### config.mk
export PLATFORM = sky130hd
export DESIGN_NAME = vga_timing_generator
export DESIGN_NICKNAME = d
export VERILOG_FILES = /design/src/rtl/vga_timing_generator.sv
export SDC_FILE = /design/constraint.sdc
export NUM_CORES = 1
export LEC_CHECK = 0
export CORE_MARGIN = 2
export CORE_UTILIZATION = 30
export CTS_BUF_LIST = sky130_fd_sc_hd__clkbuf_2 sky130_fd_sc_hd__clkbuf_4 sky130_fd_sc_hd__clkbuf_8
export DETAILED_ROUTE_END_ITERATION = 10
export HOLD_SLACK_MARGIN = 0.02
export MAX_ROUTING_LAYER = met4
export REMOVE_ABC_BUFFERS = 1
export SYNTH_ARGS = -nofsm -noshare
export SYNTH_HDL_FRONTEND = slang
export SYNTH_SLANG_ARGS = --single-unit
### constraint.sdc
create_clock -name vga_clock -period 4.9 [get_ports vga_clock]
set_input_delay 1.47 -clock vga_clock [delete_from_list [all_inputs] [get_ports vga_clock]]
set_output_delay 1.47 -clock vga_clock [all_outputs]
set_load 0.01 [all_outputs]
### src/rtl/vga_timing_generator.sv
// 640x480@60 raster timing: pixel coordinates, display enable, line/frame strobes, hsync/vsync.
// Latency: row/column/strobes are registered one clock after the next-pixel counters; syncs lag a further SYNC_DELAY clocks.
// Backpressure: none; the raster free-runs on the pixel clock and never stalls.
module vga_timing_generator #(
  parameter int unsigned H_VISIBLE   = 640,
  parameter int unsigned H_FRONT     = 16,
  parameter int unsigned H_SYNC      = 96,
  parameter int unsigned H_BACK      = 48,
  parameter int unsigned V_VISIBLE   = 480,
  parameter int unsigned V_FRONT     = 10,
  parameter int unsigned V_SYNC      = 2,
  parameter int unsigned V_BACK      = 33,
  parameter bit          SYNC_ACTIVE = 1'b0,
  parameter int unsigned SYNC_DELAY  = 1
) (
  input  logic               vga_clock,
  input  logic               reset,
  output logic signed [31:0] row,
  output logic signed [31:0] column,
  output logic               display_enable,
  output logic               hsync,
  output logic               vsync,
  output logic               line_start,
  output logic               frame_start
);

  localparam logic [31:0] H_TOTAL  = 32'(H_VISIBLE + H_FRONT + H_SYNC + H_BACK);
  localparam logic [31:0] V_TOTAL  = 32'(V_VISIBLE + V_FRONT + V_SYNC + V_BACK);
  localparam logic [31:0] HS_START = 32'(H_VISIBLE + H_FRONT);
  localparam logic [31:0] HS_END   = 32'(H_VISIBLE + H_FRONT + H_SYNC);
  localparam logic [31:0] VS_START = 32'(V_VISIBLE + V_FRONT);
  localparam logic [31:0] VS_END   = 32'(V_VISIBLE + V_FRONT + V_SYNC);

  // Next-pixel counters: the pixel that will be presented at the coming edge.
  logic [31:0] h_next_q, h_next_d;
  logic [31:0] v_next_q, v_next_d;

  // Registered pixel outputs.
  logic [31:0] column_q, row_q;
  logic        de_q, ls_q, fs_q;

  // Raw sync levels decoded from the registered pixel.
  logic        hs_raw, vs_raw;

  // Advance the horizontal counter every clock; the vertical one only on horizontal wrap.
  always_comb begin
    h_next_d = h_next_q + 32'd1;
    v_next_d = v_next_q;
    if (h_next_q == H_TOTAL - 32'd1) begin
      h_next_d = 32'd0;
      if (v_next_q == V_TOTAL - 32'd1) begin
        v_next_d = 32'd0;
      end else begin
        v_next_d = v_next_q + 32'd1;
      end
    end
  end

  // Next-pixel counter state.
  always_ff @(posedge vga_clock or negedge reset) begin
    if (!reset) begin
      h_next_q <= 32'd0;
      v_next_q <= 32'd0;
    end else begin
      h_next_q <= h_next_d;
      v_next_q <= v_next_d;
    end
  end

  // Present the captured pixel and its enable/strobes together at the same edge.
  always_ff @(posedge vga_clock or negedge reset) begin
    if (!reset) begin
      column_q <= 32'd0;
      row_q    <= 32'd0;
      de_q     <= 1'b0;
      ls_q     <= 1'b0;
      fs_q     <= 1'b0;
    end else begin
      column_q <= h_next_q;
      row_q    <= v_next_q;
      de_q     <= (h_next_q < H_VISIBLE) && (v_next_q < V_VISIBLE);
      ls_q     <= (h_next_q == 32'd0);
      fs_q     <= (h_next_q == 32'd0) && (v_next_q == 32'd0);
    end
  end

  // Sync windows are decoded from the registered pixel so the delay line counts from row/column.
  always_comb begin
    hs_raw = ((column_q >= HS_START) && (column_q < HS_END)) ? SYNC_ACTIVE : ~SYNC_ACTIVE;
    vs_raw = ((row_q >= VS_START) && (row_q < VS_END))       ? SYNC_ACTIVE : ~SYNC_ACTIVE;
  end

  generate
    if (SYNC_DELAY == 0) begin : g_no_sync_delay
      assign hsync = hs_raw;
      assign vsync = vs_raw;
    end else begin : g_sync_delay
      logic [SYNC_DELAY-1:0] hs_pipe_q;
      logic [SYNC_DELAY-1:0] vs_pipe_q;

      // Delay line aligning syncs with the downstream colour register; resets to idle level.
      always_ff @(posedge vga_clock or negedge reset) begin
        if (!reset) begin
          hs_pipe_q <= {SYNC_DELAY{~SYNC_ACTIVE}};
          vs_pipe_q <= {SYNC_DELAY{~SYNC_ACTIVE}};
        end else begin
          hs_pipe_q[0] <= hs_raw;
          vs_pipe_q[0] <= vs_raw;
          for (int i = 1; i < int'(SYNC_DELAY); i++) begin
            hs_pipe_q[i] <= hs_pipe_q[i-1];
            vs_pipe_q[i] <= vs_pipe_q[i-1];
          end
        end
      end

      assign hsync = hs_pipe_q[SYNC_DELAY-1];
      assign vsync = vs_pipe_q[SYNC_DELAY-1];
    end
  endgenerate

  assign column         = $signed(column_q);
  assign row            = $signed(row_q);
  assign display_enable = de_q;
  assign line_start     = ls_q;
  assign frame_start    = fs_q;

endmodule

==> results of run 1 <==
metal layers:
layer	routed length, um	vias up
li1	-	1598
met1	4950	1662
met2	5360	96
met3	510	24
met4	232	0
met5	0	-
logic make-up (layout without fill, tap and decap cells):
| logic type | after synthesis | after routing | synth area share |
|---|---|---|---|
| mux | 2 | 2 | 0.00397 |
| flops | 133 | 133 | 0.660 |
| fa+ha+maj | 4 | 4 | 0.00992 |
| xor+xnor | 55 | 55 | 0.0955 |
| simple gates | 179 | 179 | 0.202 |
| compound gates | 12 | 12 | 0.0146 |
| buf+inv | 16 | 112 | 0.0139 |
worst max-delay path by stage:
| stage | endpoint | slack (ps) | cells past startpoint |
|---|---|---|---|
| floorplan | v_next_q[22] | 2570 | 6 |
| global placement | v_next_q[22] | 2170 | 6 |
| detailed placement | v_next_q[14] | 2120 | 6 |
| CTS | hsync | 1920 | 1 |
| global route | v_next_q[12] | 1830 | 6 |
| finish | hsync | 1950 | 1 |
placed cells by master, fill, tap and decap left out, types with 2 or more instances in the layout:
cell type	count
a22oi_1	3
and2_1	3
and3_1	14
and4_1	8
bufinv_16	3
clkbuf_8	17
clkdlybuf4s50_1	69
clkinv_2	2
dfrtp_1	131
dfstp_2	2
ha_1	4
inv_1	9
inv_6	7
mux2i_1	2
nand2_1	25
nand3_1	34
nand4_1	18
nor2_1	25
nor2b_1	2
nor3_1	9
nor3b_1	2
nor4_1	22
nor4b_1	2
o21ai_0	5
o31ai_1	2
or3_1	3
or4_1	2
xnor2_1	44
xor2_1	11
state kept, by name (all words and copies together), names as in the netlist:
register / count
frame_start: 1
column: 32
display_enable: 1
line_start: 1
hsync: 1
vsync: 1
row: 32
v_next_q: 32
h_next_q: 32
final cells by class:
| cell class | instances | share of cell area |
|---|---|---|
| clock inverters | 15 | 0.0294 |
| clock buffers | 17 | 0.0364 |
| flip-flops and latches | 133 | 0.519 |
| multi-input cells | 252 | 0.256 |
| repair buffers | 71 | 0.112 |
| inverters | 9 | 0.00526 |
| well taps | 220 | 0.0429 |
metrics by stage:
step	hold WS, ps	util	setup slack [ps]	total power [uW]	area [um2]
2_1_floorplan	375	-	2570	1120	5010
3_3_place_gp	417	0.363	2170	1140	6000
3_5_place_dp	420	0.363	2120	1140	6000
4_1_cts	436	0.389	1920	2120	6420
5_1_grt	445	0.389	1830	2180	6420
6_report	430	0.389	1950	2090	6420
where the power goes:
group / internal (uW) / switching [uW]
combinational: 2.12 / 20.0
clock: 516 / 452
sequential: 1100 / 0
==> flow_summary.toml, run 1 <==
[timing]
max-slew-margin-rel = 0.313
fmaxAchievable_ghz = 0.339
clock_skew_ps = 10.5
fin_setup_tns_ps = 0
layout_min_cycle_time_ps = 2950
worst_slew_pin_slew_ps = 1020
setup_viol = 0
hold_viol = 0
rsz0062_at_grt = "no"
finalCritPeriodShare = 0.602
slew_viol_final = 0

[synth]
yosysTopAreaCellShare = 0.650
yosys-top-cells-area = "dfrtp_1 65%, xnor2_1 7.6%, nand3_1 3.4%"
ys_ff_latch = 133
synth_edf_count = 0
yosysUniqueCellTypes = 39
synth_most_common_cell = "dfrtp_1"
yosysWarnings = 0
synthCells = 401
synth_ff_type = "dfrtp_1"
yosys.area.top_type = "dfrtp_1"
async_reset_ff_frac = 1.00
avgSynthCellArea_um2 = 12.6
yosysSeqAreaShare = 0.660
synthTopCellsByCount = "131 x dfrtp_1, 44 x xnor2_1, 34 x nand3_1"
netlist_area_um2 = 5040

[route]
drt_iter0_drc = 288
drc = 0
viasPerCell = 4.71
dr.pass1.iters = 4
via_count = 3380
wl_per_cell_um = 15.4
final_antenna_net_count = 0
drt-total-wl_um = 11100

[finish]
fillerInstances = 1535
fin_nets = 490
multi_input_area_um2 = 1640
drive_gt1_frac = 0.0825
insertedDiodeCount = 0
final_cells = 717
syn2layout_area_growth_pct = 27.4
seq_area_um2 = 3330

[worst_setup_path]
crit_start = "hsync"
r2r_start = "h_next_q[0]"
critPathBufInv = 1
worst-setup-path-type = "register to output port"
crit_family = "flip-flops"
crit_path_end_kind = "output port"
max_stage_delay_ps = 520
cp_slowest_cell = "dfstp_2"
worstReg2RegEnd = "v_next_q[14]"
critPathMaxFanout = 1
cp-start-kind = "register"
arrival_ps = 1480
rr_worst_depth = 6
cp_cell_sequence = "clkdlybuf4s50_1"
required_ps = 3430
rrSetupSlack_ps = 2100

[clocking]
clock_latency_ps = 440
ctsResizeCount = 0
clock-sinks = 133
ctsHoldBuffers = 0
root_buffer = "clkbuf_8"
cts_tree = "done"
clkTransAtPathRegs_ps = 80
post_cts_buffers = 0
cts_buffers = 17
cts_max_level = 4
cts_buffer_depth = 2

[floorplanning]
die_w_um = 134
die_area_um2 = 17900
die_y_um = 134
start_util = 0.305
row_count = 47
coreArea_um2 = 16500
pin_count = 71

[min_path]
hp-class = "register to register"
hp-start = "v_next_q[23]"
whs_endpoint = "row[23]"
min_path_cells = 0

[pwr]
power.density_nw_per_um2 = 325
power.leakage_uw = 0.00289
ir_drop_mv = 0.181

[global_routing]
grtUsageMet3 = 0.0426
met1_usage = 0.169
grt_pass1_wl_um = 18200
grt_max_degree = 69
antenna_found_initial = 0
use_met2 = 0.208
overflow = 0
grt.busiest_layer = "met2"
grtUsageTotal = 0.137
grt_pass1_vias = 3434

[flow_run]
drv_cap = 0

[place]
dp_cells = 685
io_buffers = 70
gp_congestion = 0.812
hpwl_um = 7900

[status]
run_status = "completed"
(Power assumes the default switching activity.)
==> run 2: changes to the inputs <==
Clock period 4.9 ns to 3.05 ns, I/O delays scaled along.
==> run 2 against run 1 <==
Compared with the run above: power grew 57%; final cell count increased by 0.70%; first-iteration DRC count shrank 27%; count of clock-buffer cells in the layout increased by 2; routed wire length shrank 0.94%; worst setup slack lost 1400 ps; combinational power rose by 81%.
==> flow_summary.toml, run 2 (synthesis gave the netlist of run 1 again) <==
[timing]
rsz0062_at_grt = "no"
setup_viol = 0
fmaxAchievable_ghz = 0.393
worst_slew_pin_slew_ps = 644
hold_viol = 0
clock_skew_ps = 7.59
slew_viol_final = 0
fin_setup_tns_ps = 0
setup_slack_ps = 505
finalCritPeriodShare = 0.834
layout_min_cycle_time_ps = 2550
max-slew-margin-rel = 0.567

[global_routing]
grt_pass1_vias = 3413
grtUsageTotal = 0.134
grt_max_degree = 50
overflow = 0
antenna_found_initial = 0
grt_pass1_wl_um = 17900

[place]
hpwl_um = 8000
gp_congestion = 0.803
dp_slack_ps = 505
io_buffers = 70

[finish]
fillerInstances = 1557
final_common_cell = "dfrtp_1"
seq_area_um2 = 3330
drive_gt1_frac = 0.0916
multi_input_area_um2 = 1640
insertedDiodeCount = 0
most-common-layout-cells = "131 x dfrtp_1, 69 x clkdlybuf4s50_1, 44 x xnor2_1"
fin_nets = 495
syn2layout_area_growth_pct = 28.1

[min_path]
hp-class = "register to register"

[worst_setup_path]
required_ps = 3410
cp_slowest_cell = "or4_4"
worst-setup-path-type = "register to register"
cp-start-kind = "register"
crit_path_end_kind = "register"
critPathMaxFanout = 11
cp_cell_sequence = "ha_1 -> nand4_2 -> or4_4 -> nor4_4 -> and4_1 -> xor2_1"
max_stage_delay_ps = 600
critPathBufInv = 0
crit_family = "simple AND/OR/NAND/NOR gates"
arrival_ps = 2900

[route]
dr.pass1.iters = 4
drc = 0
via_count = 3387
drt_iter0_drc = 210
wl_per_cell_um = 15.2
drt-total-wl_um = 11000
final_antenna_net_count = 0
viasPerCell = 4.69

[clocking]
ctsResizeCount = 0
post_cts_buffers = 0
clkTransAtPathRegs_ps = 80
cts_max_level = 4
root_buffer = "clkbuf_8"
cts_buffers = 17
clock-sinks = 133
clock_latency_ps = 430
cts_tree = "done"
ctsHoldBuffers = 0
cts_buffer_depth = 2

[floorplanning]
pin_count = 71
die_area_um2 = 17900
die_y_um = 134
start_util = 0.305
coreArea_um2 = 16500
die_w_um = 134
row_count = 47

[pwr]
power.density_nw_per_um2 = 507
power.leakage_uw = 0.00291
ir_drop_mv = 0.255

[status]
run_status = "completed"

[flow_run]
drv_cap = 0
## run 2: cell count changes in the layout (fill, tap and decap cells not counted), sizes merged
cell / change
bufinv: -1
clkinvlp: +1
inv: -3
clkinv: +1
clkbuf: +2
buf: +5
## run 2: layout make-up
class | instances | share of cell area
clock inverter | 13 | 0.0227
clock buffer | 19 | 0.0405
multi-input combinational | 252 | 0.254
timing repair buffer | 76 | 0.119
inverter | 9 | 0.00523
tap | 220 | 0.0426
sequential | 133 | 0.516
## run 2: path summary, 6_finish.rpt
kind                       cells after the start            to    startpoint  slack, ps
max                                            6  v_next_q[27]   h_next_q[0]        500
min                                            0    column[25]  h_next_q[25]        440
max reg2reg                                    6  v_next_q[27]   h_next_q[0]        500
min reg2reg                                    0    column[25]  h_next_q[25]        440
max in group asynchronous                      2  h_next_q[23]         reset       1850
min in group asynchronous                      1        row[2]         reset        500
## run 2: worst reg2reg max path: stages (launching register included)
cell and delay, ps:
dfrtp_1 430, ha_1 260, nand4_2 220, or4_4 600, nor4_4 540, and4_1 290, xor2_1 140
## run 2: metrics by stage
stage	power [uW]	util	area (um2)	std cells	hold WS, ps
after floorplan	1800	-	5010	394	375
after global placement	1840	0.366	6050	690	414
after detailed placement	1840	0.366	6050	690	424
after CTS	3310	0.391	6460	722	442
after global routing	3410	0.391	6460	722	451
final	3280	0.391	6460	722	445
## run 2: metal layers
| metal | GRT usage | vias up | part of all wire |
|---|---|---|---|
| met5 | - | - | 0 |
| met4 | 0.0573 | 0 | 0.023 |
| met3 | 0.0381 | 21 | 0.039 |
| met2 | 0.205 | 90 | 0.49 |
| met1 | 0.168 | 1670 | 0.45 |
| li1 | - | 1606 | - |
## run 2: where the power goes
part           switching, uW  internal [uW]  total (uW)
logic                   33.2           6.81        40.0
clock network            691            782        1470
registers                  0           1760        1760
total                    724           2550        3280
